[src/rtl/msrv32_fetch_sequencer_if.sv]
// msrv32_fetch_sequencer_if: fetch-sequencer signal bundle; master = control/decoder/PC-mux side, slave = sequencer
interface msrv32_fetch_sequencer_if;
  logic        ahb_ready_in;
  logic [31:0] pc_mux_in;
  logic        misaligned_in;
  logic        illegal_instr_in;
  logic        ecall_in;
  logic        ebreak_in;
  logic        mret_in;
  logic        ext_irq_in;
  logic        irq_en_in;
  logic [1:0]  pc_src_out;
  logic [31:0] pc_out;
  logic        flush_out;
  logic        trap_taken_out;
  logic        mret_taken_out;
  logic [3:0]  cause_out;
  logic        cause_int_out;
  logic [31:0] epc_out;
  modport master (
    output ahb_ready_in, pc_mux_in, misaligned_in, illegal_instr_in, ecall_in, ebreak_in,
           mret_in, ext_irq_in, irq_en_in,
    input  pc_src_out, pc_out, flush_out, trap_taken_out, mret_taken_out, cause_out,
           cause_int_out, epc_out
  );
  modport slave (
    input  ahb_ready_in, pc_mux_in, misaligned_in, illegal_instr_in, ecall_in, ebreak_in,
           mret_in, ext_irq_in, irq_en_in,
    output pc_src_out, pc_out, flush_out, trap_taken_out, mret_taken_out, cause_out,
           cause_int_out, epc_out
  );
endinterface

[src/rtl/msrv32_fetch_sequencer.sv]
// msrv32_fetch_sequencer: owns the PC and sequences boot/run/trap/mret; ports clk_in, rst_in (sync, high), bus (slave: ready, pc mux, trap sources in; pc_src, pc, flush, pulses, cause/epc out)
module msrv32_fetch_sequencer #(
  parameter logic [31:0] BOOT_ADDR   = 32'h0000_0000,
  parameter int          BOOT_CYCLES = 2
) (
  input logic                    clk_in,
  input logic                    rst_in,
  msrv32_fetch_sequencer_if.slave bus
);
  localparam int CW = BOOT_CYCLES > 1 ? $clog2(BOOT_CYCLES) : 1;
  localparam logic [CW-1:0] CNT_LAST = CW'(BOOT_CYCLES - 1);
  // encoding doubles as the pc_src value so the Moore decode is the state itself
  typedef enum logic [1:0] {BOOT = 2'b00, RETURN = 2'b01, TRAP = 2'b10, RUN = 2'b11} state_t;
  state_t state, state_d;
  logic [CW-1:0] cnt;
  logic [31:0] pc, epc;
  logic [3:0] cause;
  logic cause_int, trap_taken, mret_taken;
  logic exc, trap_hit, run_rdy, go_trap, go_ret, pc_load, in_xfer;
  always_comb begin
    state_d  = state;
    exc      = bus.misaligned_in | bus.illegal_instr_in | bus.ebreak_in | bus.ecall_in;
    trap_hit = exc | (bus.ext_irq_in & bus.irq_en_in);
    in_xfer  = state == TRAP || state == RETURN;
    run_rdy  = state == RUN && bus.ahb_ready_in;
    go_trap  = run_rdy && trap_hit;
    go_ret   = run_rdy && !trap_hit && bus.mret_in;
    pc_load  = bus.ahb_ready_in && (in_xfer || (state == RUN && !trap_hit && !bus.mret_in));
    state_d  = go_trap ? TRAP :
               go_ret ? RETURN :
               ((state == BOOT && cnt == CNT_LAST) || (in_xfer && bus.ahb_ready_in)) ? RUN : state;
  end
  always_ff @(posedge clk_in) begin
    if (rst_in) begin
      state      <= BOOT;
      cnt        <= '0;
      pc         <= BOOT_ADDR;
      epc        <= '0;
      cause      <= '0;
      cause_int  <= 1'b0;
      trap_taken <= 1'b0;
      mret_taken <= 1'b0;
    end else begin
      state      <= state_d;
      cnt        <= state == BOOT ? cnt + 1'b1 : cnt;
      pc         <= pc_load ? bus.pc_mux_in : pc;
      trap_taken <= go_trap;
      mret_taken <= go_ret;
      if (go_trap) begin
        cause     <= bus.misaligned_in ? 4'd0 : bus.illegal_instr_in ? 4'd2 : bus.ebreak_in ? 4'd3 : 4'd11;
        cause_int <= !exc;
        // interrupts resume at the instruction that would have run next
        epc       <= exc ? pc : bus.pc_mux_in;
      end
    end
  end
  assign bus.pc_src_out     = state;
  assign bus.pc_out         = pc;
  assign bus.flush_out      = in_xfer;
  assign bus.trap_taken_out = trap_taken;
  assign bus.mret_taken_out = mret_taken;
  assign bus.cause_out      = cause;
  assign bus.cause_int_out  = cause_int;
  assign bus.epc_out        = epc;
endmodule

[src/flat_wrapper.sv]
// flat-port wrapper written by rule: the top's interface ports become plain ports
module msrv32_fetch_sequencer_flat 
#(
  parameter logic [31:0] BOOT_ADDR   = 32'h0000_0000,
  parameter int          BOOT_CYCLES = 2
)
  (clk_in, rst_in, bus_ahb_ready_in, bus_pc_mux_in, bus_misaligned_in, bus_illegal_instr_in, bus_ecall_in, bus_ebreak_in, bus_mret_in, bus_ext_irq_in, bus_irq_en_in, bus_pc_src_out, bus_pc_out, bus_flush_out, bus_trap_taken_out, bus_mret_taken_out, bus_cause_out, bus_cause_int_out, bus_epc_out);
  msrv32_fetch_sequencer_if bus_i ();
  input logic clk_in;
  input logic rst_in;
  input wire logic [$bits(bus_i.ahb_ready_in)-1:0] bus_ahb_ready_in;
  input wire logic [$bits(bus_i.pc_mux_in)-1:0] bus_pc_mux_in;
  input wire logic [$bits(bus_i.misaligned_in)-1:0] bus_misaligned_in;
  input wire logic [$bits(bus_i.illegal_instr_in)-1:0] bus_illegal_instr_in;
  input wire logic [$bits(bus_i.ecall_in)-1:0] bus_ecall_in;
  input wire logic [$bits(bus_i.ebreak_in)-1:0] bus_ebreak_in;
  input wire logic [$bits(bus_i.mret_in)-1:0] bus_mret_in;
  input wire logic [$bits(bus_i.ext_irq_in)-1:0] bus_ext_irq_in;
  input wire logic [$bits(bus_i.irq_en_in)-1:0] bus_irq_en_in;
  output wire logic [$bits(bus_i.pc_src_out)-1:0] bus_pc_src_out;
  output wire logic [$bits(bus_i.pc_out)-1:0] bus_pc_out;
  output wire logic [$bits(bus_i.flush_out)-1:0] bus_flush_out;
  output wire logic [$bits(bus_i.trap_taken_out)-1:0] bus_trap_taken_out;
  output wire logic [$bits(bus_i.mret_taken_out)-1:0] bus_mret_taken_out;
  output wire logic [$bits(bus_i.cause_out)-1:0] bus_cause_out;
  output wire logic [$bits(bus_i.cause_int_out)-1:0] bus_cause_int_out;
  output wire logic [$bits(bus_i.epc_out)-1:0] bus_epc_out;
  assign bus_i.ahb_ready_in = bus_ahb_ready_in;
  assign bus_i.pc_mux_in = bus_pc_mux_in;
  assign bus_i.misaligned_in = bus_misaligned_in;
  assign bus_i.illegal_instr_in = bus_illegal_instr_in;
  assign bus_i.ecall_in = bus_ecall_in;
  assign bus_i.ebreak_in = bus_ebreak_in;
  assign bus_i.mret_in = bus_mret_in;
  assign bus_i.ext_irq_in = bus_ext_irq_in;
  assign bus_i.irq_en_in = bus_irq_en_in;
  assign bus_pc_src_out = bus_i.pc_src_out;
  assign bus_pc_out = bus_i.pc_out;
  assign bus_flush_out = bus_i.flush_out;
  assign bus_trap_taken_out = bus_i.trap_taken_out;
  assign bus_mret_taken_out = bus_i.mret_taken_out;
  assign bus_cause_out = bus_i.cause_out;
  assign bus_cause_int_out = bus_i.cause_int_out;
  assign bus_epc_out = bus_i.epc_out;
  msrv32_fetch_sequencer #(.BOOT_ADDR(BOOT_ADDR), .BOOT_CYCLES(BOOT_CYCLES)) u_core (.clk_in(clk_in), .rst_in(rst_in), .bus(bus_i));
endmodule
[config.mk]
export PLATFORM = sky130hd
export DESIGN_NAME = msrv32_fetch_sequencer_flat
export DESIGN_NICKNAME = d
export VERILOG_FILES = /design/src/rtl/msrv32_fetch_sequencer_if.sv /design/src/rtl/msrv32_fetch_sequencer.sv /design/src/flat_wrapper.sv
export SDC_FILE = /design/constraint.sdc
export NUM_CORES = 1
export LEC_CHECK = 0
export CAP_MARGIN = 20
export CORE_MARGIN = 4
export CORE_UTILIZATION = 55
export CTS_BUF_LIST = sky130_fd_sc_hd__clkbuf_16
export DETAILED_ROUTE_END_ITERATION = 10
export DONT_BUFFER_PORTS = 1
export PLACE_DENSITY = 0.73
export REMOVE_ABC_BUFFERS = 1
export SYNTH_ARGS = -nofsm -noshare
export SYNTH_HDL_FRONTEND = slang
export SYNTH_SLANG_ARGS = --single-unit
[constraint.sdc]
create_clock -name clk_in -period 1.6 [get_ports clk_in]
set_input_delay 0.32 -clock clk_in [delete_from_list [all_inputs] [get_ports clk_in]]
set_output_delay 0.32 -clock clk_in [all_outputs]
set_load 0.02 [all_outputs]
==> results.json <==
{
  "hold_start": "rst_in",
  "synth_ff_type": "dfxtp_1",
  "grt_pass1_vias": 3863,
  "clock_sinks": 73,
  "firstDrtPassIters": 4,
  "die_w_um": 97.1,
  "end_kind": "output pin",
  "fillers": 592,
  "cts.hold.buffers_added": 0,
  "cap_violations": 0,
  "p_per_area_nw_per_um2": 1700,
  "yosysWarnings": 0,
  "avgViaCountPerCell": 7.11,
  "cp_data_required_time_ns": 1.28,
  "grt_antenna_before_repair": 0,
  "netlist_area_um2": 4370,
  "hpwlAfterDp_um": 7950,
  "portBuffers": 0,
  "drt_iter0_drc": 312,
  "final.min_clock_period_ns": 1.56,
  "ant_nets": 0,
  "vias": 4138,
  "critPathKind": "reg -> out",
  "root_buffer": "clkbuf_16",
  "holdWs_ns": 0.0683,
  "grt_max_degree": 72,
  "skew_ns": 0.00691,
  "seq_area_frac_synth_pct": 33.4,
  "power_uw": 8580,
  "hold_viol_final": 0,
  "ios": 116,
  "cts-buffers-inserted": 9,
  "worstSetupStartpoint": "u_core.bus.pc_src_out[1]",
  "path_clk_slew_ns": 0.05,
  "setup_viol": 0,
  "overflow": 0,
  "synth-edff-count": 0,
  "post_drt_wl_per_cell_um": 23.0,
  "drcViolationCount": 0,
  "regArea_um2": 1470,
  "diodes": 0,
  "final_common_cell": "dfxtp_1",
  "grt.total_usage_pct": 27.1,
  "crit_arrival_ns": 1.24,
  "wl_um": 13400,
  "initial_core_util_pct": 56.5,
  "max_freq_mhz": 642,
  "period_share_pct": 97.3,
  "r2r_start": "u_core.bus.pc_src_out[0]",
  "clockBufferDepth": 2,
  "hold_path_class": "in -> reg",
  "cts-htree-levels": 3,
  "drive_gt1_share_pct": 14.8,
  "crit_path_start_kind": "register",
  "tritoncts": "built",
  "die_h_um": 97.1,
  "layout_common_cells": "dfxtp_1 (71), o311ai_1 (62), nand2_1 (36)",
  "clk_latency_ns": 0.33,
  "status": "complete, no violations",
  "ys_types": 36,
  "grt_first_pass_wirelength_um": 21400,
  "synth_cells": 495,
  "syn_area_per_cell_um2": 8.83,
  "place.gp.congestion": 0.812,
  "area_delta_synth_final_pct": 15.7,
  "multi_input_area_um2": 2740,
  "fin_nets": 520,
  "peakVddDrop_uv": 931,
  "synth.ff_latch_count": 73,
  "die_area_um2": 9430,
  "crit_fanout": 8,
  "num_rows": 32,
  "core-area_um2": 7730,
  "leakagePower_uw": 0.00204,
  "async_flop_share_pct": 0,
  "slew_violations": 0
}
-- final timing paths --
kind | end | slack, ns | depth (start not counted)
worst max-delay path | bus_flush_out | 0.04 | 3
worst max register to register | u_core.bus.pc_out[27] | 0.05 | 7
worst min register to register | u_core.cnt | 0.53 | 2
worst min-delay path | u_core.bus.mret_taken_out | 0.07 | 1
-- flip-flops by register name, summed over array words and instances, names as in the netlist --
name                       count
u_core.cnt                     1
u_core.bus.trap_taken_out      1
u_core.bus.epc_out            32
u_core.bus.pc_out             32
u_core.bus.mret_taken_out      1
u_core.bus.pc_src_out          2
u_core.bus.cause_out           3
u_core.bus.cause_int_out       1
-- power by group --
part | internal [uW] | switching [uW]
registers | 2360 | 1080
clock network | 1340 | 738
logic | 1550 | 1520
total | 5240 | 3340
-- repair_timing --
| item | 4_1_cts | 5_1_grt |
|---|---|---|
| resized for setup | 4 | 15 |
| pin swaps | 0 | 2 |
| gates cloned | 0 | 2 |
| endpoints found under the setup margin | 39 | 57 |
| setup buffers | 0 | 5 |
-- cells in the mapped netlist, types with 3 or more instances --
cell type | instances | area, um2
o211ai_1 | 33 | 248
mux2i_1 | 33 | 330
buf_1 | 4 | 15.0
clkbuf_1 | 48 | 180
inv_1 | 3 | 11.3
buf_2 | 8 | 40.0
nor2b_1 | 32 | 200
dfxtp_1 | 73 | 1460
a21oi_1 | 33 | 165
buf_4 | 4 | 30.0
a21o_1 | 32 | 240
nand2_1 | 37 | 139
and4b_1 | 32 | 320
a31oi_1 | 32 | 200
o311ai_1 | 64 | 561
-- cells by family (layout without fill, tap and decap cells) --
logic type	Yosys count	after routing	synth area share (%)
buffers and inverters	69	54	6.84
xor gates and xnor gates	1	1	0.200
DFF	73	73	33.4
AOI/OAI and AO/OA	202	202	33.8
other	1	1	0.0858
adders and majority gates	2	2	0.573
and+or+nand+nor	114	114	17.5
muxes	33	33	7.56
-- area by class of cell --
type / instances / share of cell area (%)
clock inverter: 6 / 1.51
multi-input combinational: 353 / 54.3
clock buffer: 9 / 4.45
inverter: 3 / 0.223
timing repair buffer: 36 / 8.02
sequential: 73 / 29.0
tap: 102 / 2.52
-- metrics by stage --
step	std cells	setup slack [ns]	utilization, %	setup TNS (ns)	area, um2
after floorplan	429	-1.74	-	-111.28	4080
after global placement	560	-0.152	58.7	-8.06	4540
after detailed placement	560	-0.197	58.7	-9.35	4540
after CTS	575	0.00652	62.9	0	4860
after global routing	582	-0.00345	65.4	-0.00491	5060
final	582	0.0425	65.4	0	5060
-- critical path, cell delays in order, from the launching register on --
cell	delay [ns]
dfxtp_4	0.35
inv_1	0.06
ha_4	0.34
buf_12	0.16
-- metal layers --
metal  part of all wire (%)  up-vias  global-route usage (%)
li1                       -     1923                       -
met1                     43     1989                    37.4
met2                     46      211                    40.3
met3                     11       15                    9.33
met4                    1.2        0                    7.24
met5                      0        -                       0
No activity file was read; power rests on OpenSTA's default activity.
